**config.mk**
```make
export PLATFORM = sky130hd
export DESIGN_NAME = rom_loader
export DESIGN_NICKNAME = d
export VERILOG_FILES = /design/src/rtl/rom_loader_pkg.sv /design/src/rtl/uart_rx.sv /design/src/rtl/rom_loader.sv
export SDC_FILE = /design/constraint.sdc
export NUM_CORES = 1
export LEC_CHECK = 0
export ABC_AREA = 0
export BUFFER_PORTS_ARGS = -buffer_cell sky130_fd_sc_hd__buf_2
export CORE_MARGIN = 5
export CORE_UTILIZATION = 55
export DETAILED_ROUTE_END_ITERATION = 16
export PLACE_DENSITY = 0.82
export SYNTH_ARGS = -nofsm -noshare
export SYNTH_HDL_FRONTEND = slang
export SYNTH_SLANG_ARGS = --single-unit
```
**constraint.sdc**
```tcl
create_clock -name clk -period 6.2 [get_ports clk]
set_input_delay 0.93 -clock clk [delete_from_list [all_inputs] [get_ports clk]]
set_output_delay 0.93 -clock clk [all_outputs]
set_load 0.01 [all_outputs]
```
**src/rtl/rom_loader_pkg.sv**
```systemverilog
// Shared types and constants for the UART boot loader: frame FSM states,
// receiver bit-FSM states, the frame start marker and the bit-period helper.
package rom_loader_pkg;

  typedef enum logic [2:0] {
    IDLE,
    LEN_LO,
    LEN_HI,
    DATA,
    CSUM,
    DONE,
    ERROR
  } loader_state_t;

  typedef enum logic [1:0] {
    RX_IDLE,
    RX_START,
    RX_DATA,
    RX_STOP
  } rx_state_t;

  localparam logic [7:0] LOADER_MAGIC = 8'hA5;

  function automatic int clks_per_bit(input int clk_hz, input int baud);
    return clk_hz / baud;
  endfunction

endpackage

```
**src/rtl/uart_rx.sv**
```systemverilog
// 8N1 UART receiver: 2-flop synchronizer, start-bit glitch rejection, centre
// sampling, and one-cycle byte-valid / frame-error pulses after the stop bit.
module uart_rx
  import rom_loader_pkg::*;
#(
  parameter int CLK_HZ = 100_000_000,
  parameter int BAUD   = 115_200
) (
  input  logic       clk,
  input  logic       rst,
  input  logic       i_rx,
  output logic [7:0] o_byte,
  output logic       o_vld,
  output logic       o_ferr
);

  localparam int CPB   = clks_per_bit(CLK_HZ, BAUD);
  localparam int HALF  = CPB / 2;
  localparam int CNT_W = $clog2(CPB + 1);

  rx_state_t  state_q, state_d;
  logic [CNT_W-1:0] cnt_q, cnt_d;
  logic [2:0] bit_q, bit_d;
  logic [7:0] shift_q, shift_d;
  logic       rx_meta_q, rx_sync_q, rx_prev_q;
  logic       vld_q, vld_d;
  logic       ferr_q, ferr_d;

  logic fall, half_tick, bit_tick;

  assign fall      = rx_prev_q & ~rx_sync_q;
  assign half_tick = (cnt_q == CNT_W'(HALF - 1));
  assign bit_tick  = (cnt_q == CNT_W'(CPB - 1));

  // NOTE: sequential state uses non-blocking assignments only, so every flop
  // samples the pre-edge value of every other flop regardless of block order.
  always_ff @(posedge clk or negedge rst) begin
    if (!rst) begin
      rx_meta_q <= 1'b1;
      rx_sync_q <= 1'b1;
      rx_prev_q <= 1'b1;
      state_q   <= RX_IDLE;
      cnt_q     <= '0;
      bit_q     <= '0;
      shift_q   <= '0;
      vld_q     <= 1'b0;
      ferr_q    <= 1'b0;
    end else begin
      rx_meta_q <= i_rx;
      rx_sync_q <= rx_meta_q;
      rx_prev_q <= rx_sync_q;
      state_q   <= state_d;
      cnt_q     <= cnt_d;
      bit_q     <= bit_d;
      shift_q   <= shift_d;
      vld_q     <= vld_d;
      ferr_q    <= ferr_d;
    end
  end

  // NOTE: every variable gets a default before the case so no path leaves it
  // unassigned; an unassigned path would infer a latch.
  always_comb begin
    state_d = state_q;
    cnt_d   = cnt_q;
    bit_d   = bit_q;
    shift_d = shift_q;
    unique case (state_q)
      RX_IDLE: begin
        cnt_d = '0;
        if (fall) state_d = RX_START;
      end
      RX_START: begin
        if (half_tick) begin
          cnt_d   = '0;
          bit_d   = '0;
          state_d = rx_sync_q ? RX_IDLE : RX_DATA;
        end else begin
          cnt_d = cnt_q + CNT_W'(1);
        end
      end
      RX_DATA: begin
        if (bit_tick) begin
          cnt_d   = '0;
          shift_d = {rx_sync_q, shift_q[7:1]};
          bit_d   = bit_q + 3'd1;
          if (bit_q == 3'd7) state_d = RX_STOP;
        end else begin
          cnt_d = cnt_q + CNT_W'(1);
        end
      end
      RX_STOP: begin
        if (bit_tick) begin
          cnt_d   = '0;
          state_d = RX_IDLE;
        end else begin
          cnt_d = cnt_q + CNT_W'(1);
        end
      end
      default: state_d = RX_IDLE;
    endcase
  end

  // Stop-bit sample decides between a good byte and a framing error.
  always_comb begin
    vld_d  = 1'b0;
    ferr_d = 1'b0;
    if (state_q == RX_STOP && bit_tick) begin
      vld_d  = rx_sync_q;
      ferr_d = ~rx_sync_q;
    end
  end

  assign o_byte = shift_q;
  assign o_vld  = vld_q;
  assign o_ferr = ferr_q;

endmodule

```
**src/rtl/rom_loader.sv**
```systemverilog
// UART boot loader: parses MAGIC/LEN/data[/CSUM] frames, writes words into the
// instruction ROM and holds the CPU in reset until loaded. ROM_LOADER_CSUM_EN adds the XOR checksum byte.
module rom_loader
  import rom_loader_pkg::*;
#(
  parameter int CLK_HZ = 100_000_000,
  parameter int BAUD   = 115_200,
  parameter int ADDR_W = 10
) (
  input  logic              clk,
  input  logic              rst,
  input  logic              i_rx,
  output logic              o_we,
  output logic [ADDR_W-1:0] o_waddr,
  output logic [31:0]       o_wdata,
  output logic              o_cpu_rst,
  output logic              o_done,
  output logic              o_err
);

  localparam logic [16:0] MAX_WORDS = 17'(2 ** ADDR_W);
`ifdef ROM_LOADER_CSUM_EN
  localparam loader_state_t LAST_ST = CSUM;
`else
  localparam loader_state_t LAST_ST = DONE;
`endif

  logic [7:0] rx_byte;
  logic       rx_vld, rx_ferr;

  uart_rx #(
    .CLK_HZ (CLK_HZ),
    .BAUD   (BAUD)
  ) u_rx (
    .clk    (clk),
    .rst    (rst),
    .i_rx   (i_rx),
    .o_byte (rx_byte),
    .o_vld  (rx_vld),
    .o_ferr (rx_ferr)
  );

  loader_state_t     state_q, state_d;
  logic [15:0]       len_q, len_d;
  logic [15:0]       idx_q, idx_d;
  logic [1:0]        lane_q, lane_d;
  logic [31:0]       word_q, word_d;
  logic              we_q, we_d;
  logic [ADDR_W-1:0] waddr_q, waddr_d;
  logic [31:0]       wdata_q, wdata_d;

  logic [15:0] n_w;
  logic [15:0] idx_inc;
  logic [31:0] word_ins;
  logic        csum_ok;

  always_ff @(posedge clk or negedge rst) begin
    if (!rst) begin
      state_q <= IDLE;
      len_q   <= '0;
      idx_q   <= '0;
      lane_q  <= '0;
      word_q  <= '0;
      we_q    <= 1'b0;
      waddr_q <= '0;
      wdata_q <= '0;
    end else begin
      state_q <= state_d;
      len_q   <= len_d;
      idx_q   <= idx_d;
      lane_q  <= lane_d;
      word_q  <= word_d;
      we_q    <= we_d;
      waddr_q <= waddr_d;
      wdata_q <= wdata_d;
    end
  end

`ifdef ROM_LOADER_CSUM_EN
  logic [7:0] csum_q, csum_d;

  always_ff @(posedge clk or negedge rst) begin
    if (!rst) csum_q <= '0;
    else      csum_q <= csum_d;
  end

  // Running XOR covers both length bytes and every data byte, restarting on MAGIC.
  always_comb begin
    csum_d = csum_q;
    if (rx_vld) begin
      if (state_q inside {IDLE, DONE, ERROR}) csum_d = '0;
      else if (state_q inside {LEN_LO, LEN_HI, DATA}) csum_d = csum_q ^ rx_byte;
    end
  end

  assign csum_ok = (rx_byte == csum_q);
`else
  assign csum_ok = 1'b1;
`endif

  assign n_w     = {rx_byte, len_q[7:0]};
  assign idx_inc = idx_q + 16'd1;

  always_comb begin
    word_ins = word_q;
    word_ins[8*lane_q +: 8] = rx_byte;
  end

  always_comb begin
    state_d = state_q;
    len_d   = len_q;
    idx_d   = idx_q;
    lane_d  = lane_q;
    word_d  = word_q;
    we_d    = 1'b0;
    waddr_d = waddr_q;
    wdata_d = wdata_q;
    if (rx_ferr && (state_q inside {LEN_LO, LEN_HI, DATA, CSUM})) begin
      state_d = ERROR;
    end else if (rx_vld) begin
      unique case (state_q)
        IDLE, DONE, ERROR: begin
          if (rx_byte == LOADER_MAGIC) state_d = LEN_LO;
        end
        LEN_LO: begin
          len_d[7:0] = rx_byte;
          state_d    = LEN_HI;
        end
        LEN_HI: begin
          len_d = n_w;
          if ({1'b0, n_w} > MAX_WORDS) begin
            state_d = ERROR;
          end else if (n_w == 16'd0) begin
            state_d = LAST_ST;
          end else begin
            idx_d   = '0;
            lane_d  = '0;
            state_d = DATA;
          end
        end
        DATA: begin
          word_d = word_ins;
          lane_d = lane_q + 2'd1;
          if (lane_q == 2'd3) begin
            we_d    = 1'b1;
            waddr_d = idx_q[ADDR_W-1:0];
            wdata_d = word_ins;
            idx_d   = idx_inc;
            if (idx_inc == len_q) state_d = LAST_ST;
          end
        end
        CSUM: state_d = csum_ok ? DONE : ERROR;
        default: state_d = IDLE;
      endcase
    end
  end

  // CPU stays held in reset everywhere except after a complete, verified image.
  always_comb begin
    o_cpu_rst = (state_q != DONE);
    o_done    = (state_q == DONE);
    o_err     = (state_q == ERROR);
  end

  assign o_we    = we_q;
  assign o_waddr = waddr_q;
  assign o_wdata = wdata_q;

endmodule

```
==> metrics.csv, run 1 <==
metric;value;unit
worstPathArrival;3.20;ns
place_hpwl;10.46;mm
clk_pin_slew;0.06;ns
muxShareOfSynthArea;3.822;%
synth_top_family_by_area;simple AND/OR/NAND/NOR gates;
clk_latency;0.42;ns
synth_edf_count;0;
outcome;completed;
synth_fp_nets;722;
numCtsBuffers;17;
hold_viol_final;0;
cts_root_buf;clkbuf_16;
synth_top_area_cell;dfrtp_1;
start_kind;register;
syn_inst;704;
synth_fa_ha_area_share;2.717;%
io_pins;49;
path_max_fanout;53;
antenna_found_initial;0;
cts.hold.buffers_added;0;
n_antenna_cell;0;
cts_resized;0;
post-cts-setup-buffer-count;0;
synth_seq_cells;140;
clk_path_buf_depth;2;
ir_drop;0.2256;mV
async_reset_ff_share;100.0;%
slowest_stage;dfrtp_1;
die-area;0.01490;mm²
hold_class;register to register;
via_per_inst;5.929;
ant_nets;0;
required;6.54;ns
grt_first_pass_wirelength;26.25;mm
p_leak;3.737;nW
gp_congestion;0.9177;
routed-via-count;5413;
endpoint_kind;register;
fill_cells;971;
finalSetupViolCount;0;
synth_commonest_cells;137 x dfrtp_1, 88 x nand2_1, 72 x nor2_1, 59 x a21oi_1, 34 x o21ai_0;
syn_area_per_cell;9.812;µm²
worstSetupPathType;register to register;
fp.dieH;122.1;µm
synthSimpleGateAreaFrac;19.13;%
grt.total_usage;22.20;%
core;0.01247;mm²
cts_tree;built;
dr.pass1.iters;5;
relSlewSlack;21.82;%
worstPathCellList;and3b_1 > and2_1 > nand2_1 > buf_4 > inv_2 > buf_4 > nor2_1 > a21oi_1;
setup_ws;3.340;ns
syn_to_final_growth;13.00;%
ys.warnings.count;0;
finClkSkew;0.009931;ns
yosysUniqueCellTypes;70;
grt_pass1_vias;5406;
max_stage_delay;0.67;ns
place_ws;3.427;ns
cts_htree_levels;4;
drt-initial-drc-count;582;
fin_nets;746;
row_count;41;
grt_max_degree;77;
drc_errors;0;
portBuffers;48;
power_density;274.3;mW/mm²
max_freq;0.3496;GHz
netlist_area;0.006908;mm²
timing.final.crit_period;2.861;ns
cp_common_cell;buf_4;
layout-drive-gt1-share;16.19;%
post-synth-top-count-cell;dfrtp_1;
routedWlPerCell;17.39;µm
die_x;122.1;µm
wirelength;15.88;mm
max_cap_viol_count;0;
overflow;0;
drv_slew;0;
rsz0062_at_grt;false;
synth_compound_area_share;15.94;%
initial_core_util;55.42;%
yosys-top-cells-area;dfrtp_1 50%, nand2_1 4.8%, a21oi_1 4.3%, a22o_1 3.9%, nor2_1 3.9%;
tightest_slew;1.162;ns
synthXorXnorAreaFrac;3.804;%
yosysTopAreaCellShare;49.63;%
final.setup.tns;0;ns
synth_seq_area_share;50.77;%
clock-sinks;140;
post-route-period-util;46.14;%
synth_flop_cell;dfrtp_1;
cells by family after synthesis:
logic type,count (synthesis)
AO/OA/AOI/OAI,166
XOR/XNOR,30
adder cells (fa/ha/maj),15
buffers and inverters,62
flip-flops,140
multiplexers,24
AND/OR/NAND/NOR,267
layout make-up:
| class | count | area (µm²) | share of cell area, % |
|---|---|---|---|
| multi-input cells | 502 | 3137 | 40.18 |
| clock buffers | 23 | 478.0 | 6.123 |
| flip-flops and latches | 140 | 3507 | 44.93 |
| well taps | 172 | 215.2 | 2.757 |
| clock inverters | 9 | 136.4 | 1.747 |
| repair buffers | 52 | 276.5 | 3.542 |
| inverters | 15 | 56.30 | 0.7213 |
stage by stage:
| stage | total power (W) | utilization [%] | hold slack, ns | cells | instance area [µm²] |
|---|---|---|---|---|---|
| final | 0.002141 | 62.62 | 0.3551 | 913 | 7806 |
| after floorplan | 0.001049 | - | 0.3452 | 704 | 6908 |
| after global routing | 0.002211 | 62.62 | 0.3568 | 913 | 7806 |
| after global placement | 0.001080 | 57.69 | 0.3465 | 881 | 7192 |
| after CTS | 0.002151 | 62.62 | 0.3554 | 913 | 7806 |
| after detailed placement | 0.001099 | 57.69 | 0.3468 | 881 | 7192 |
sequential cells by signal (all words and copies together), names as in the netlist, 2 cells and up, named ones only:
| name | flops |
|---|---|
| idx_q | 16 |
| state_q | 3 |
| u_rx.bit_q | 3 |
| o_waddr | 10 |
| word_q | 32 |
| len_q | 16 |
| o_wdata | 32 |
| u_rx.o_byte | 8 |
| lane_q | 2 |
| u_rx.cnt_q | 10 |
placed cells by master, fill, tap and decap left out, drive strengths merged, types with 7 or more instances in the layout:
cell type	Yosys	final
ha	15	15
nand2	88	88
nor3	8	8
inv	13	15
xor2	9	9
nor4	8	8
nand3	15	15
buf	24	52
clkbuf	23	23
dfrtp	137	137
a21oi	59	59
nand2b	9	9
nand4	9	9
a22o	31	31
o31ai	7	7
nor2b	24	24
xnor2	21	21
nor2	73	73
mux2	19	19
a221oi	7	7
o21ai	35	35
critical path, delay by kind of cell, from the launching register on:
family	cells	cell delay, ns
flops	1	0.67
buf+inv	3	1.12
compound gates	1	0.13
simple gates	4	0.81
path summary, 6_finish.rpt:
kind / from / to / slack [ns] / depth (start not counted)
max: state_q[0]$_DFFE_PN0P_ / o_wdata[15]$_DFFE_PN0P_ / 3.34 / 8
min reg2reg: u_rx.rx_meta_q$_DFF_PN1_ / u_rx.rx_sync_q$_DFF_PN1_ / 0.36 / 0
min: u_rx.rx_meta_q$_DFF_PN1_ / u_rx.rx_sync_q$_DFF_PN1_ / 0.36 / 0
max reg2reg: state_q[0]$_DFFE_PN0P_ / o_wdata[15]$_DFFE_PN0P_ / 3.34 / 8
max in group asynchronous: rst / len_q[3]$_DFFE_PN0P_ / 4.39 / 2
min in group asynchronous: rst / idx_q[9]$_DFFE_PN0P_ / 0.47 / 1
per-layer routing:
layer	wire [µm]	GRT usage, %
met2	7896	36.05
met5	0	0
met4	212	7.348
met1	6922	29.17
met3	845	5.803
where the power goes:
group | leakage [nW] | internal (W) | switching [W] | total, W
clock | 0.294 | 0.000667 | 0.000391 | 0.00106
combinational | 1.50 | 0.0000428 | 0.0000930 | 0.000136
sequential | 1.94 | 0.000931 | 0.0000167 | 0.000948
No activity file was read; power rests on OpenSTA's default activity.
==> run 2: changes to the inputs <==
==> constraint.sdc (replaced) <==
create_clock -name clk -period 2.9 [get_ports clk]
set_input_delay 0.435 -clock clk [delete_from_list [all_inputs] [get_ports clk]]
set_output_delay 0.435 -clock clk [all_outputs]
set_load 0.01 [all_outputs]
==> metrics.csv, run 2 (same netlist as run 1, synthesis figures left out) <==
metric;value;unit
outcome;finished with violations;
failed_checks;hold timing;
endpoint_kind;register;
worstPathCellList;nor4_1 > nand3_1 > mux2i_1 > o31a_1 > o21ai_0 > o41ai_1;
p_leak;3.771;nW
grt_first_pass_wirelength;27.19;mm
final_core_util;62.80;%
grt_pass1_vias;5431;
drv_slew;0;
hold_class;primary input to asynchronous set/reset pin;
cts_resized;0;
finalSetupViolCount;0;
whs;-0.009731;ns
start_kind;register;
finClkSkew;0.005509;ns
routed-via-count;5512;
hold_viol_final;8;
slowest_stage;o31a_1;
path_max_fanout;16;
relSlewSlack;19.94;%
cts.hold.buffers_added;0;
grt_max_degree;67;
ir_drop;0.5027;mV
numCtsBuffers;17;
antenna_found_initial;0;
post-cts-setup-buffer-count;0;
portBuffers;48;
die_x;122.1;µm
initial_core_util;55.42;%
postLayoutCellArea;0.007829;mm²
syn_to_final_growth;13.33;%
die-area;0.01490;mm²
final_cell_mix;137 x dfrtp_1, 88 x nand2_1, 72 x nor2_1;
grtUsageMet2;36.88;%
via_per_inst;5.978;
met3_usage;6.175;%
clock-sinks;140;
post-route-period-util;87.01;%
timing.final.crit_period;2.523;ns
cts_root_buf;clkbuf_16;
fill_cells;990;
core;0.01247;mm²
rsz0062_at_grt;false;
finalPower;0.004363;W
drc_errors;0;
drt-initial-drc-count;571;
overflow;0;
dpl_cell_area;0.007272;mm²
gp_congestion;0.9206;
required;3.20;ns
met1_usage;30.10;%
grt_busiest_layer;met2;
clk_pin_slew;0.05;ns
tightest_slew;1.190;ns
fin_nets;755;
io_pins;49;
wirelength;16.08;mm
worstPathArrival;2.83;ns
layout-drive-gt1-share;16.93;%
layout_commonest_cell;dfrtp_1;
clk_path_buf_depth;2;
cts_tree;built;
clk_latency;0.42;ns
max_freq;0.3963;GHz
ant_nets;0;
critPathBufInv;0;
fp.dieH;122.1;µm
routedWlPerCell;17.44;µm
n_antenna_cell;0;
row_count;41;
critical-path-top-delay-family;compound AO/OA/AOI/OAI gates;
max_stage_delay;0.62;ns
final.setup.tns;0;ns
worstSetupPathType;register to register;
dr.pass1.iters;5;
grt.total_usage;23.02;%
max_cap_viol_count;0;
place_hpwl;10.86;mm
cts_htree_levels;4;
power_density;557.3;mW/mm²
[run 2: changes by cell type in the layout (fill, tap and decap cells not counted)]
cell	previous run	this run
buf_12	0	1
buf_4	4	12
bufinv_16	3	2
clkbuf_1	3	5
clkbuf_8	3	1
clkinv_2	1	6
clkinv_4	2	1
clkinvlp_4	2	0
inv_6	1	0
[run 2: final timing paths]
path,cells after the start,start,slack [ns],endpoint
max in group asynchronous,2,rst,2.07,o_wdata[30]$_DFFE_PN0P_
min reg2reg,0,u_rx.rx_meta_q$_DFF_PN1_,0.36,u_rx.rx_sync_q$_DFF_PN1_
min in group clk,1,i_rx,0.11,u_rx.rx_meta_q$_DFF_PN1_
min,1,rst,-0.01,o_waddr[7]$_DFFE_PN0P_
max,6,u_rx.o_byte[1]$_DFFE_PN0P_,0.38,idx_q[12]$_DFFE_PN0P_
max reg2reg,6,u_rx.o_byte[1]$_DFFE_PN0P_,0.38,idx_q[12]$_DFFE_PN0P_
[run 2: per-stage QoR]
step	hold slack [ns]	setup slack (ns)	cells
after detailed placement	0.3468	0.4742	890
after global routing	0.05734	0.1582	922
after global placement	0.3458	0.6070	890
after CTS	0.02519	0.4701	922
final	-0.009731	0.3768	922
after floorplan	0.1394	0.7523	704
[run 2: layout make-up]
type,instances,area [µm²],area share [%]
Multi-Input combinational cell,502,3137,40.07
Sequential cell,140,3507,44.80
Timing Repair Buffer,61,356.6,4.555
Tap cell,172,215.2,2.749
Inverter,15,56.30,0.7192
Clock inverter,9,98.84,1.263
Clock buffer,23,457.9,5.849
[run 2: where the power goes]
group          leakage [nW]  switching [W]  internal (W)
Clock                 0.278       0.000780       0.00128
Sequential             1.94      0.0000315       0.00199
Combinational          1.55       0.000190     0.0000921
[run 2: routing by layer]
layer,share of wire [%],wire (µm)
met2,49,7955
met1,42,6794
met3,5.8,939
met5,0,0
met4,2.4,392
